### src/rtl/dragster_spi_arbiter.sv
// Round-robin arbiter sharing one quick_spi master between the power-up configurator (0)
// and the runtime register port (1); returns read data and completion/timeout status.
module dragster_spi_arbiter #(
   parameter int GAP_CYCLES     = 4,
   parameter int TIMEOUT_CYCLES = 4096
) (
   input  logic        clk,
   input  logic        reset_n,
   input  logic        req0,
   input  logic        req1,
   input  logic [15:0] cmd0,
   input  logic [15:0] cmd1,
   input  logic [1:0]  slave0,
   input  logic [1:0]  slave1,
   input  logic        op0,
   input  logic        op1,
   output logic        ack0,
   output logic        ack1,
   output logic        err0,
   output logic        err1,
   output logic [7:0]  rdata,
   output logic        busy,
   output logic        spi_enable,
   output logic        spi_start_transaction,
   output logic [15:0] spi_outgoing_data,
   output logic [1:0]  spi_slave,
   output logic        spi_operation,
   input  logic        spi_end_of_transaction,
   input  logic [7:0]  spi_incoming_data
);

   // state | meaning
   // IDLE  | sampling req0/req1, master idle
   // BUSY  | transfer running, waiting for end_of_transaction or timeout
   // DONE  | one-cycle ack/err pulse to the granted requester
   // GAP   | GAP_CYCLES idle cycles so ss_n deasserts between transfers
   typedef enum logic [1:0] {ST_IDLE, ST_BUSY, ST_DONE, ST_GAP} state_t;

   localparam logic [15:0] TMO_LIM = 16'(TIMEOUT_CYCLES);
   localparam logic [7:0]  GAP_LIM = 8'(GAP_CYCLES - 1);

   state_t      state_q;
   logic        last_grant_q;
   logic [15:0] tmo_cnt_q;
   logic [15:0] tmo_cnt_d;
   logic [7:0]  gap_cnt_q;
   logic        pick_d;
   logic        eot_seen_d;
   logic        tmo_hit_d;

   logic        ack0_q, ack1_q, err0_q, err1_q, busy_q, en_q, start_q, op_q;
   logic [7:0]  rdata_q;
   logic [15:0] out_data_q;
   logic [1:0]  slave_q;

   assign tmo_cnt_d  = tmo_cnt_q + 16'd1;
   // A zero count marks the first BUSY cycle, where a stale eot level is ignored.
   assign eot_seen_d = spi_end_of_transaction && (tmo_cnt_q != 16'd0);
   assign tmo_hit_d  = (tmo_cnt_d == TMO_LIM);
   assign pick_d     = (req0 && req1) ? ~last_grant_q : req1;

   always_ff @(posedge clk) begin
      if (!reset_n) begin
         state_q      <= ST_IDLE;
         last_grant_q <= 1'b1;
         tmo_cnt_q    <= '0;
         gap_cnt_q    <= '0;
         ack0_q       <= 1'b0;
         ack1_q       <= 1'b0;
         err0_q       <= 1'b0;
         err1_q       <= 1'b0;
         rdata_q      <= '0;
         busy_q       <= 1'b0;
         en_q         <= 1'b0;
         start_q      <= 1'b0;
         out_data_q   <= '0;
         slave_q      <= '0;
         op_q         <= 1'b0;
      end else begin
         ack0_q <= 1'b0;
         ack1_q <= 1'b0;
         err0_q <= 1'b0;
         err1_q <= 1'b0;
         case (state_q)
            ST_IDLE: begin
               if (req0 || req1) begin
                  last_grant_q <= pick_d;
                  out_data_q   <= pick_d ? cmd1 : cmd0;
                  slave_q      <= pick_d ? slave1 : slave0;
                  op_q         <= pick_d ? op1 : op0;
                  en_q         <= 1'b1;
                  start_q      <= 1'b1;
                  busy_q       <= 1'b1;
                  tmo_cnt_q    <= '0;
                  state_q      <= ST_BUSY;
               end
            end
            ST_BUSY: begin
               tmo_cnt_q <= tmo_cnt_d;
               // eot takes precedence over a timeout on the same edge
               if (eot_seen_d || tmo_hit_d) begin
                  en_q    <= 1'b0;
                  start_q <= 1'b0;
                  rdata_q <= eot_seen_d ? spi_incoming_data : 8'h00;
                  ack0_q  <= ~last_grant_q;
                  ack1_q  <= last_grant_q;
                  err0_q  <= ~eot_seen_d & ~last_grant_q;
                  err1_q  <= ~eot_seen_d & last_grant_q;
                  state_q <= ST_DONE;
               end
            end
            ST_DONE: begin
               gap_cnt_q <= '0;
               state_q   <= ST_GAP;
            end
            ST_GAP: begin
               if (gap_cnt_q == GAP_LIM) begin
                  busy_q  <= 1'b0;
                  state_q <= ST_IDLE;
               end else begin
                  gap_cnt_q <= gap_cnt_q + 8'd1;
               end
            end
            default: state_q <= ST_IDLE;
         endcase
      end
   end

   assign ack0                  = ack0_q;
   assign ack1                  = ack1_q;
   assign err0                  = err0_q;
   assign err1                  = err1_q;
   assign rdata                 = rdata_q;
   assign busy                  = busy_q;
   assign spi_enable            = en_q;
   assign spi_start_transaction = start_q;
   assign spi_outgoing_data     = out_data_q;
   assign spi_slave             = slave_q;
   assign spi_operation         = op_q;

endmodule

### config.mk
export PLATFORM = sky130hd
export DESIGN_NAME = dragster_spi_arbiter
export DESIGN_NICKNAME = d
export VERILOG_FILES = /design/src/rtl/dragster_spi_arbiter.sv
export SDC_FILE = /design/constraint.sdc
export NUM_CORES = 1
export LEC_CHECK = 0
export ABC_CLOCK_PERIOD_IN_PS = 2300
export BUFFER_PORTS_ARGS = -buffer_cell sky130_fd_sc_hd__clkbuf_2
export CORE_AREA = 8 8 93 95
export DETAILED_ROUTE_END_ITERATION = 10
export DIE_AREA = 0 0 101 103
export PLACE_DENSITY_LB_ADDON = 0.25
export SYNTH_ARGS = -nofsm -noshare
export SYNTH_HDL_FRONTEND = slang
export SYNTH_SLANG_ARGS = --single-unit
### constraint.sdc
create_clock -name clk -period 2.3 [get_ports clk]
set_clock_uncertainty 0.1 [all_clocks]
set_input_delay 0.46 -clock clk [delete_from_list [all_inputs] [get_ports clk]]
set_output_delay 0.46 -clock clk [all_outputs]
set_load 0.1 [all_outputs]
==> Implementation_results.wiki <==
{| class="wikitable"
! Metric !! Value
|-
| Status || completed
|-
| Sw Pwr || roughly 2.2 mW
|-
| Clock tree from TritonCTS || done
|-
| Number of enable flip-flop cells after synthesis || 0
|-
| Worst hold slack || 232 ps
|-
| Worst setup slack before clock tree synthesis || -38.8 ps
|-
| Max Clk Rate || 452 MHz
|-
| Grt total ovfl || 0
|-
| Endpoints failing hold || 0
|-
| Synth Cell Area || between 3000 and 4000 µm²
|-
| Type of element capturing the critical path || flip-flop
|-
| Power per standard cell area || slightly above 1000 nW/µm²
|-
| Register clock-pin slew on the reported worst setup and hold paths || 70 ps
|-
| Routed wire length || just over 9000 µm
|-
| Number of standard cells after synthesis || 376
|-
| Number of nets with antenna violations after detailed routing || 0
|-
| Worst min-delay path class || in -> reg
|-
| Wire length of the first global-routing pass || 14900 µm
|-
| Async SR Flop Fraction || 0
|-
| Post-synthesis cell type count || 56
|-
| Synthesized area divided by synthesized cell count || between 8 and 9 µm²
|-
| Maximum fanout count along the critical path || 8
|-
| Ordered cell list for the critical path || buf_4, buf_6, nand2_4, xor2_1, a21boi_1, or4_4, o211a_4, a22o_1
|-
| Power, Total || between 4 and 5 mW
|-
| Post-detailed-route via-to-cell ratio || between 5 and 6
|-
| Type of the worst setup path || reg -> reg
|-
| Number of storage elements in the synthesis netlist || 60
|-
| Remaining max-slew budget at the tightest pin || 0.623
|-
| ANT cells || 0
|-
| Fraction of power consumed by the clock network || 0.217
|-
| Utilization after layout || 0.612
|-
| Final Max Tran Viols || 0
|-
| Number of violations reported at the end of detailed-routing iteration 0 || about 110
|-
| Antenna violations before repair || 0
|-
| Layout Area Growth over Synthesis || 32.0%
|-
| Switching part of the total power || 0.488
|-
| Slowest stage delay, CP || approximately 550 ps
|-
| Final design instance area without fill || 4370 µm²
|-
| Number of global-route vias before repair || 3215
|-
| Internal portion of total power || 2.29 mW
|-
| Die W || 101 µm
|-
| Detailed-placement wirelength estimate || 6910 µm
|-
| Smallest setup slack after layout || 85.2 ps
|-
| Worst Path Required || 2430 ps
|-
| Setup TNS after final layout || 0 ps
|-
| Wire per inst || 15.5 µm
|-
| Final Setup Violations || 0
|-
| # hold bufs at CTS || 0
|-
| Clock root buffer || sky130_fd_sc_hd__clkbuf_8
|-
| Post-route non-filler standard cell count || 586
|-
| Initial Util || 0.464
|-
| Site row count || 31
|-
| Clock buffer count from CTS || 9
|-
| Category of the worst setup path launch point || flip-flop
|-
| Total placed instance area || 4050 µm²
|-
| Router iterations before antenna repair || 5
|-
| Die Height || 103 µm
|-
| H-tree Lvls || 3
|-
| Fraction of layout instances using a drive strength above 1 || 0.359
|-
| Fin crit period || 2210 ps
|-
| Core Footprint || between 7000 and 8000 µm²
|-
| Clock latency of the later-clocked register in the worst-skew pair || between 300 and 400 ps
|-
| Worst endpoint data arrival time || 2340 ps
|-
| Total number of vias || 3220
|-
| Total number of yosys warnings || 0
|-
| Crit path max-delay family || compound AO/OA/AOI/OAI gates
|-
| Top Ports || 85
|-
| GP Congestion || 0.937
|-
| Buffer and inverter count on the worst path || 2
|-
| CP max-delay cell || sky130_fd_sc_hd__or4_4
|-
| Leakage || approximately 2.1 nW
|-
| Clock sink count || 60
|-
| Maximum number of buffers from clock root to sink || 2
|-
| Global-route usage over all layers || 0.180
|-
| Most used flip-flop cell after synthesis || sky130_fd_sc_hd__dfxtp_1
|-
| Share of the clock period used by the worst path after layout || 0.963
|-
| Worst slew pin tran || 568 ps
|-
| DRC violations left || 0
|-
| Worst vdd rail ir drop || between 1000 and 1500 µV
|-
| Relative contribution of sequential cells to total power || 0.291
|-
| Pin count of the biggest net entering global routing || 39
|-
| Part of the Yosys area used for sequential elements || 0.363
|-
| Number of nets in the synthesized netlist || 436
|-
| Floorplan die area || 10400 µm²
|-
| Placed Instances || 569
|-
| Buffers on Ports || between 80 and 90
|-
| Final net count || 542
|-
| Part of the total power dissipated in combinational logic || 0.493
|-
| Filler cell count in the final layout || 640
|-
| Count of max-cap constraint violations || 0
|}
## cell usage after synthesis, drive strengths merged (2+ instances only)
cell	instances	area share
a21boi	7	0.016
a21oi	16	0.024
a22o	8	0.021
a22oi	3	0.0068
a311oi	3	0.0079
a31oi	3	0.0057
a41oi	3	0.0079
and2	5	0.0095
and3	6	0.011
buf	13	0.020
clkbuf	19	0.022
dfxtp	60	0.36
ha	9	0.034
inv	8	0.0091
mux2i	23	0.070
nand2	41	0.047
nand3	11	0.018
nand4	8	0.023
nor2	11	0.012
nor2b	14	0.026
nor3	13	0.020
nor3b	6	0.014
nor4	6	0.020
o211a	21	0.066
o211ai	3	0.0068
o21ai	25	0.038
o21ba	2	0.0060
o31ai	3	0.0083
or3	2	0.0038
or4	2	0.0045
xnor2	4	0.011
xor2	3	0.0079
## metal layers
layer / vias to the layer above / GRT usage / share of wire
li1: 1591 / - / -
met1: 1528 / 0.203 / 0.40
met2: 88 / 0.307 / 0.52
met3: 13 / 0.0506 / 0.056
met4: 0 / 0.0859 / 0.022
met5: - / 0 / 0
## path summary, 6_finish.rpt
kind / from / to / slack [ps] / cells past startpoint
max: tmo_cnt_q[1] / rdata[3] / 90 / 8
min: spi_incoming_data[1] / rdata[1] / 230 / 2
max reg2reg: tmo_cnt_q[1] / rdata[3] / 90 / 8
min reg2reg: rdata[0] / rdata[0] / 390 / 1
## worst register-to-register path, stage by stage, from the launching register on
cell and delay (ps):
sky130_fd_sc_hd__dfxtp_2 340, sky130_fd_sc_hd__buf_4 140, sky130_fd_sc_hd__buf_6 130, sky130_fd_sc_hd__nand2_4 70, sky130_fd_sc_hd__xor2_1 150, sky130_fd_sc_hd__a21boi_1 100
sky130_fd_sc_hd__or4_4 550, sky130_fd_sc_hd__o211a_4 300, sky130_fd_sc_hd__a22o_1 230
## power by group through the flow
stage | Sequential, mW | Clock [mW] | Combinational (mW)
after CTS | 1.29 | 0.993 | 2.18
final | 1.30 | 0.969 | 2.20
after floorplan | 2.17 | 0 | 0.818
after global placement | 1.31 | 0 | 2.12
after detailed placement | 1.31 | 0 | 2.15
after global routing | 1.32 | 1.04 | 2.35
## cell usage in the layout, fill, tap and decap left out, types with 4 or more instances in the layout
cell and instances:
sky130_fd_sc_hd__a21boi_0 4, sky130_fd_sc_hd__a21oi_1 16, sky130_fd_sc_hd__a22o_1 8, sky130_fd_sc_hd__and2_1 5, sky130_fd_sc_hd__and3_1 6, sky130_fd_sc_hd__buf_4 39
sky130_fd_sc_hd__clkbuf_2 84, sky130_fd_sc_hd__clkbuf_8 10, sky130_fd_sc_hd__dfxtp_1 51, sky130_fd_sc_hd__dfxtp_2 8, sky130_fd_sc_hd__ha_1 8, sky130_fd_sc_hd__inv_1 8
sky130_fd_sc_hd__mux2i_1 23, sky130_fd_sc_hd__nand2_1 40, sky130_fd_sc_hd__nand3_1 10, sky130_fd_sc_hd__nand4_1 5, sky130_fd_sc_hd__nor2_1 11, sky130_fd_sc_hd__nor2b_1 13
sky130_fd_sc_hd__nor3_1 11, sky130_fd_sc_hd__nor3b_1 6, sky130_fd_sc_hd__nor4_1 4, sky130_fd_sc_hd__o211a_1 20, sky130_fd_sc_hd__o21ai_0 23, sky130_fd_sc_hd__xnor2_1 4
## state kept, by name, indices dropped and copies added (netlist names)
| register | flops |
|---|---|
| spi_outgoing_data | 16 |
| tmo_cnt_q | 16 |
| gap_cnt_q | 8 |
| rdata | 8 |
| spi_slave | 2 |
| state_q | 2 |
| ack0 | 1 |
| ack1 | 1 |
| busy | 1 |
| err0 | 1 |
| err1 | 1 |
| last_grant_q | 1 |
| spi_operation | 1 |
| spi_start_transaction | 1 |
## cell type report
type	count	area (µm²)	share of cell area
clock buffers	10	138	0.0315
clock inverters	6	63.8	0.0146
inverters	8	30.0	0.00687
multi-input cells	276	2030	0.465
flip-flops and latches	60	1210	0.278
well taps	99	124	0.0284
repair buffers	127	767	0.176
## logic make-up after synthesis
kind of cell / count (synthesis) / synth area share
simple gates: 130 / 0.222
compound gates: 107 / 0.242
flops: 60 / 0.363
buf+inv: 40 / 0.0510
mux: 23 / 0.0696
fa+ha+maj: 9 / 0.0340
xor+xnor: 7 / 0.0185
## repair_timing
action	in CTS	in global routing
gates resized for setup	8	22
endpoints found under the setup margin	10	14
pin swaps	0	12
setup buffers	0	1
No activity file was read; power rests on OpenSTA's default activity.
